## config.mk

```make
export PLATFORM = sky130hd
export DESIGN_NAME = seq_detect_param_flat
export DESIGN_NICKNAME = d
export VERILOG_FILES = /design/src/rtl/seq_detect_param_if.sv /design/src/rtl/seq_detect_param.sv /design/src/flat_wrapper.sv
export SDC_FILE = /design/constraint.sdc
export NUM_CORES = 1
export LEC_CHECK = 0
export ABC_CLOCK_PERIOD_IN_PS = 5400
export BUFFER_PORTS_ARGS = -buffer_cell sky130_fd_sc_hd__buf_2
export CORE_AREA = 2 2 43 45
export DETAILED_ROUTE_END_ITERATION = 8
export DIE_AREA = 0 0 45 47
export PLACE_DENSITY = 0.79
export SETUP_SLACK_MARGIN = 0.02
export SYNTH_ARGS = -nofsm -noshare
export SYNTH_HDL_FRONTEND = slang
export SYNTH_SLANG_ARGS = --single-unit
```

## constraint.sdc

```tcl
create_clock -name clk -period 5.4 [get_ports clk]
set_clock_uncertainty 0.15 [all_clocks]
set_input_delay 0.81 -clock clk [delete_from_list [all_inputs] [get_ports clk]]
set_output_delay 0.81 -clock clk [all_outputs]
set_load 0.1 [all_outputs]
```

## src/rtl/seq_detect_param_if.sv

```systemverilog
// Bus bundle for seq_detect_param: serial input stream, pattern load, counter clear
// and the match outputs.
interface seq_detect_param_if #(
   parameter int unsigned PAT_W = 4,
   parameter int unsigned CNT_W = 8
);
   logic             din_valid;
   logic             din;
   logic             overlap;
   logic             pat_load;
   logic [PAT_W-1:0] pat_in;
   logic             cnt_clr;
   logic             dout;
   logic [CNT_W-1:0] match_cnt;
   logic             cnt_sat;

   modport master (
      output din_valid, din, overlap, pat_load, pat_in, cnt_clr,
      input  dout, match_cnt, cnt_sat
   );

   modport slave (
      input  din_valid, din, overlap, pat_load, pat_in, cnt_clr,
      output dout, match_cnt, cnt_sat
   );
endinterface

```

## src/rtl/seq_detect_param.sv

```systemverilog
// Serial pattern detector with a runtime-loadable pattern, Mealy match pulse,
// overlapping/non-overlapping modes and a saturating match counter.
module seq_detect_param #(
   parameter int unsigned     PAT_W   = 4,
   parameter logic [PAT_W-1:0] PATTERN = PAT_W'(4'b1010),
   parameter int unsigned     CNT_W   = 8
) (
   input  logic               clk,
   input  logic               rst,
   seq_detect_param_if.slave  bus
);
   localparam int unsigned FILL_W   = $clog2(PAT_W);
   localparam int unsigned FILL_MAX = PAT_W - 1;

   logic [PAT_W-1:0] pat_r;
   logic [PAT_W-2:0] hist;
   logic [FILL_W-1:0] fill;
   logic [CNT_W-1:0] match_cnt_r;
   logic [PAT_W-1:0] window;
   logic             full;
   logic             match;

   // Candidate window: held history plus the bit arriving this cycle
   assign window = {hist, bus.din};
   assign full   = (fill == FILL_W'(FILL_MAX));
   assign match  = bus.din_valid & ~bus.pat_load & full & (window == pat_r);

   assign bus.dout      = match & ~rst;
   assign bus.match_cnt = match_cnt_r;
   assign bus.cnt_sat   = &match_cnt_r;

   // Pattern, history and fill level; a load restarts the search from scratch
   always_ff @(posedge clk) begin
      if (rst) begin
         pat_r <= PATTERN;
         hist  <= '0;
         fill  <= '0;
      end else if (bus.pat_load) begin
         pat_r <= bus.pat_in;
         hist  <= '0;
         fill  <= '0;
      end else if (bus.din_valid) begin
         hist <= window[PAT_W-2:0];
         if (match) begin
            if (!bus.overlap) fill <= '0;
         end else if (!full) begin
            fill <= FILL_W'(fill + 1'b1);
         end
      end
   end

   // Saturating match counter; clear beats a coincident match
   always_ff @(posedge clk) begin
      if (rst || bus.cnt_clr) begin
         match_cnt_r <= '0;
      end else if (bus.dout && !(&match_cnt_r)) begin
         match_cnt_r <= CNT_W'(match_cnt_r + 1'b1);
      end
   end
endmodule
```

## src/flat_wrapper.sv

```systemverilog
// flat-port wrapper written by rule: the top's interface ports become plain ports
module seq_detect_param_flat 
#(
   parameter int unsigned     PAT_W   = 4,
   parameter logic [PAT_W-1:0] PATTERN = PAT_W'(4'b1010),
   parameter int unsigned     CNT_W   = 8
)
  (clk, rst, bus_din_valid, bus_din, bus_overlap, bus_pat_load, bus_pat_in, bus_cnt_clr, bus_dout, bus_match_cnt, bus_cnt_sat);
  seq_detect_param_if #(.PAT_W(PAT_W), .CNT_W(CNT_W)) bus_i ();
  input  logic clk;
  input  logic rst;
  input wire logic [$bits(bus_i.din_valid)-1:0] bus_din_valid;
  input wire logic [$bits(bus_i.din)-1:0] bus_din;
  input wire logic [$bits(bus_i.overlap)-1:0] bus_overlap;
  input wire logic [$bits(bus_i.pat_load)-1:0] bus_pat_load;
  input wire logic [$bits(bus_i.pat_in)-1:0] bus_pat_in;
  input wire logic [$bits(bus_i.cnt_clr)-1:0] bus_cnt_clr;
  output wire logic [$bits(bus_i.dout)-1:0] bus_dout;
  output wire logic [$bits(bus_i.match_cnt)-1:0] bus_match_cnt;
  output wire logic [$bits(bus_i.cnt_sat)-1:0] bus_cnt_sat;
  assign bus_i.din_valid = bus_din_valid;
  assign bus_i.din = bus_din;
  assign bus_i.overlap = bus_overlap;
  assign bus_i.pat_load = bus_pat_load;
  assign bus_i.pat_in = bus_pat_in;
  assign bus_i.cnt_clr = bus_cnt_clr;
  assign bus_dout = bus_i.dout;
  assign bus_match_cnt = bus_i.match_cnt;
  assign bus_cnt_sat = bus_i.cnt_sat;
  seq_detect_param #(.PAT_W(PAT_W), .PATTERN(PATTERN), .CNT_W(CNT_W)) u_core (.clk(clk), .rst(rst), .bus(bus_i));
endmodule
```

==> impl_results.md <==
* Final WL at 1.51 mm
* Total placed cells including tap cells at 122
* Final hold vios at 0
* Initial antenna violation count at 0
* Yosys warnings at 0
* Top cell by count, worst path: buf_2
* Sequential Power Share at 60.4%
* Internal Pwr Total at 0.165 mW
* Dpl hpwl at 1.18 mm
* Sw Ratio at 23.5%
* Sw power at 0.0504 mW
* Clk sinks at 17
* Die Footprint at 2120 sq um
* Peak VDD IR at 0.127 mV
* Reg clk slew, reported paths at 0.10 ns
* Worst path max stage delay at 0.43 ns
* Leakage Power at 0.390 nW
* Cell Area, Synth at 823 sq um
* CTS Buffer Depth at 2
* Total Power at 0.215 mW
* Global route overflow at 0
* Root buf cell: clkbuf_4
* Chip height at 47 um
* GPL Wtd Cong at 0.759
* Post-CTS setup buffers at 0
* Sequential area share after synthesis at 41.3%
* Chip width at 45 um
* Critical Path Slowest Stage Cell: buf_2
* Critical Path, Cell by Cell: buf_2, or2_4, or3_4, nor2_1, buf_2
* GRT Overall Usage at 16.3%
* Post-route ant nets at 0
* RSZ-0062 raised after global routing: false
* Status: finished, final reports clean
* Largest net degree at the start of global routing at 11
* Clock share of power at 31.5%
* Syn_area_per_cell at 9.25 sq um
* Crit path required time at 4.44 ns
* Most common cell after layout, fill and taps aside: buf_2
* Max-slew headroom at 55.5%
* Skew-Pair Late Insertion Delay at 0.29 ns
* Final worst path period share at 57.1%
* Setup TNS at 0 ns
* Count of final setup violators at 0
* Nets@finish at 123
* Placed cell areas at 921 sq um
* CP endpoint kind: primary output
* # H-tree levels at 1
* Placement Rows at 15
* Synth cell types at 32
* Slew @ Worst Pin at 0.659 ns
* Final core utilization at 57.4%
* Post-cts hold buffer count at 0
* Layout cells sized above 1 at 30.3%
* Final std cells w/o fill at 126
* Hold/Removal Path Class: register to register
* Final instance area at 948 sq um
* Via count at 672
* P per Cell Area at 227 nW/um^2
* Cells after synthesis at 89
* DRC viols at 0
* Layout area overhead at 15.2%
* Ant diodes at 0
* Commonest cells after routing, fill and taps aside: buf_2 (20), dfxtp_1 (17), nor2_1 (12)
* CP Max Fanout at 9
* Syn_nets at 102
* Initial core utilization at 49.8%
* WS Path Type: input port to primary output
* Via density at 5.33
* DRT iter0 DRCs at 11
* Drt pass-1 iters at 4
* First-pass GRT wire length at 2.44 mm
* Vias in the first global route at 591
* Core ar. at 1650 sq um
* Max Slew Vio Count at 0
* CTS Buf Count at 3
* CTS tree: yes
* Wire length per cell at 12.0 um
* Comb power frac at 8.1%
* Synth Register Bits at 17
* Port bufs at 20
* CP arrival at 2.12 ns
* IO Pins at 21
* FMAX at 324 MHz
* Gates resized, CTS repair at 0
* MaxCap Viol Count at 0
* Critical Path Source Type: input port
* Post-route minimum period at 3.08 ns
per-layer routing:
metal / vias to the layer above / global-route usage (%) / part of all wire [%]
li1: 358 / - / -
met1: 295 / 19.4 / 47
met2: 17 / 27.1 / 46
met3: 2 / 3.85 / 5.5
met4: 0 / 8.82 / 0.80
met5: - / 0 / 0
worst max-delay path: cells and delay by family:
family	cells	cell delay, ns
buf+inv	2	0.58
simple gates	3	0.74
kinds of logic (layout without fill, tap and decap cells):
| family | after synthesis | in the layout | share of synthesized area (%) |
|---|---|---|---|
| XOR/XNOR | 7 | 7 | 7.45 |
| buffers and inverters | 6 | 26 | 3.80 |
| adder cells (fa/ha/maj) | 2 | 2 | 3.04 |
| AO/OA/AOI/OAI | 13 | 13 | 10.5 |
| multiplexers | 6 | 6 | 7.30 |
| flip-flops | 17 | 17 | 41.3 |
| AND/OR/NAND/NOR | 38 | 38 | 26.6 |
power groups by stage:
stage | Combinational, mW | Clock (mW) | Sequential [mW]
after floorplan | 0.0129 | 0 | 0.132
after global placement | 0.0170 | 0 | 0.133
after detailed placement | 0.0176 | 0 | 0.133
after CTS | 0.0176 | 0.0696 | 0.130
after global routing | 0.0194 | 0.0752 | 0.130
final | 0.0174 | 0.0677 | 0.130
per-stage QoR:
stage / hold slack, ns / worst slack, ns
after global routing: 0.356 / 2.25
final: 0.336 / 2.32
after detailed placement: 0.318 / 2.31
after global placement: 0.304 / 2.33
after CTS: 0.331 / 2.31
after floorplan: 0.290 / 1.65
path summary, 6_finish.rpt:
kind              slack, ns                      end            from  cells past startpoint
setup / recovery       2.32                 bus_dout    bus_pat_load                      5
hold / removal         0.34           u_core.fill[1]  u_core.fill[1]                      2
setup reg to reg       3.16  u_core.bus.match_cnt[6]  u_core.fill[0]                      6
hold reg to reg        0.34           u_core.fill[1]  u_core.fill[1]                      2
cell usage after synthesis (all sizes together):
master  count  area share [%]
xnor2       6             6.4
nand2       4             1.8
a31o        1             1.1
nand3       5             3.0
or2         2             1.8
clkbuf      1            0.46
nor2       12             5.5
nor3        1            0.61
nand3b      1            0.91
buf         3             2.4
a211oi      1            0.91
a211o       2             2.4
or3         4             4.6
xor2        1             1.1
and4        2             2.1
a21oi       3             1.8
ha          2             3.0
or4         2             1.8
o31ai       1            0.91
o22ai       2             1.5
mux2i       6             7.3
nand4       1            0.76
nor4b       1             1.1
inv         2            0.91
dfxtp      17              41
nor4        1            0.76
and2b       2             1.8
o21ai       3             1.8
registers in the layout, summed over array words and instances, names as in the netlist:
name,count
u_core.bus.match_cnt,8
u_core.pat_r,4
u_core.fill,2
u_core.hist,3
cell type report:
class / instances / area [sq um]
repair buffers: 20 / 100
clock inverters: 1 / 5.00
multi-input cells: 66 / 452
flip-flops and latches: 17 / 340
fillers: 162 / 703
inverters: 2 / 7.51
well taps: 17 / 21.3
clock buffers: 3 / 22.5
No activity file was read; power rests on OpenSTA's default activity.
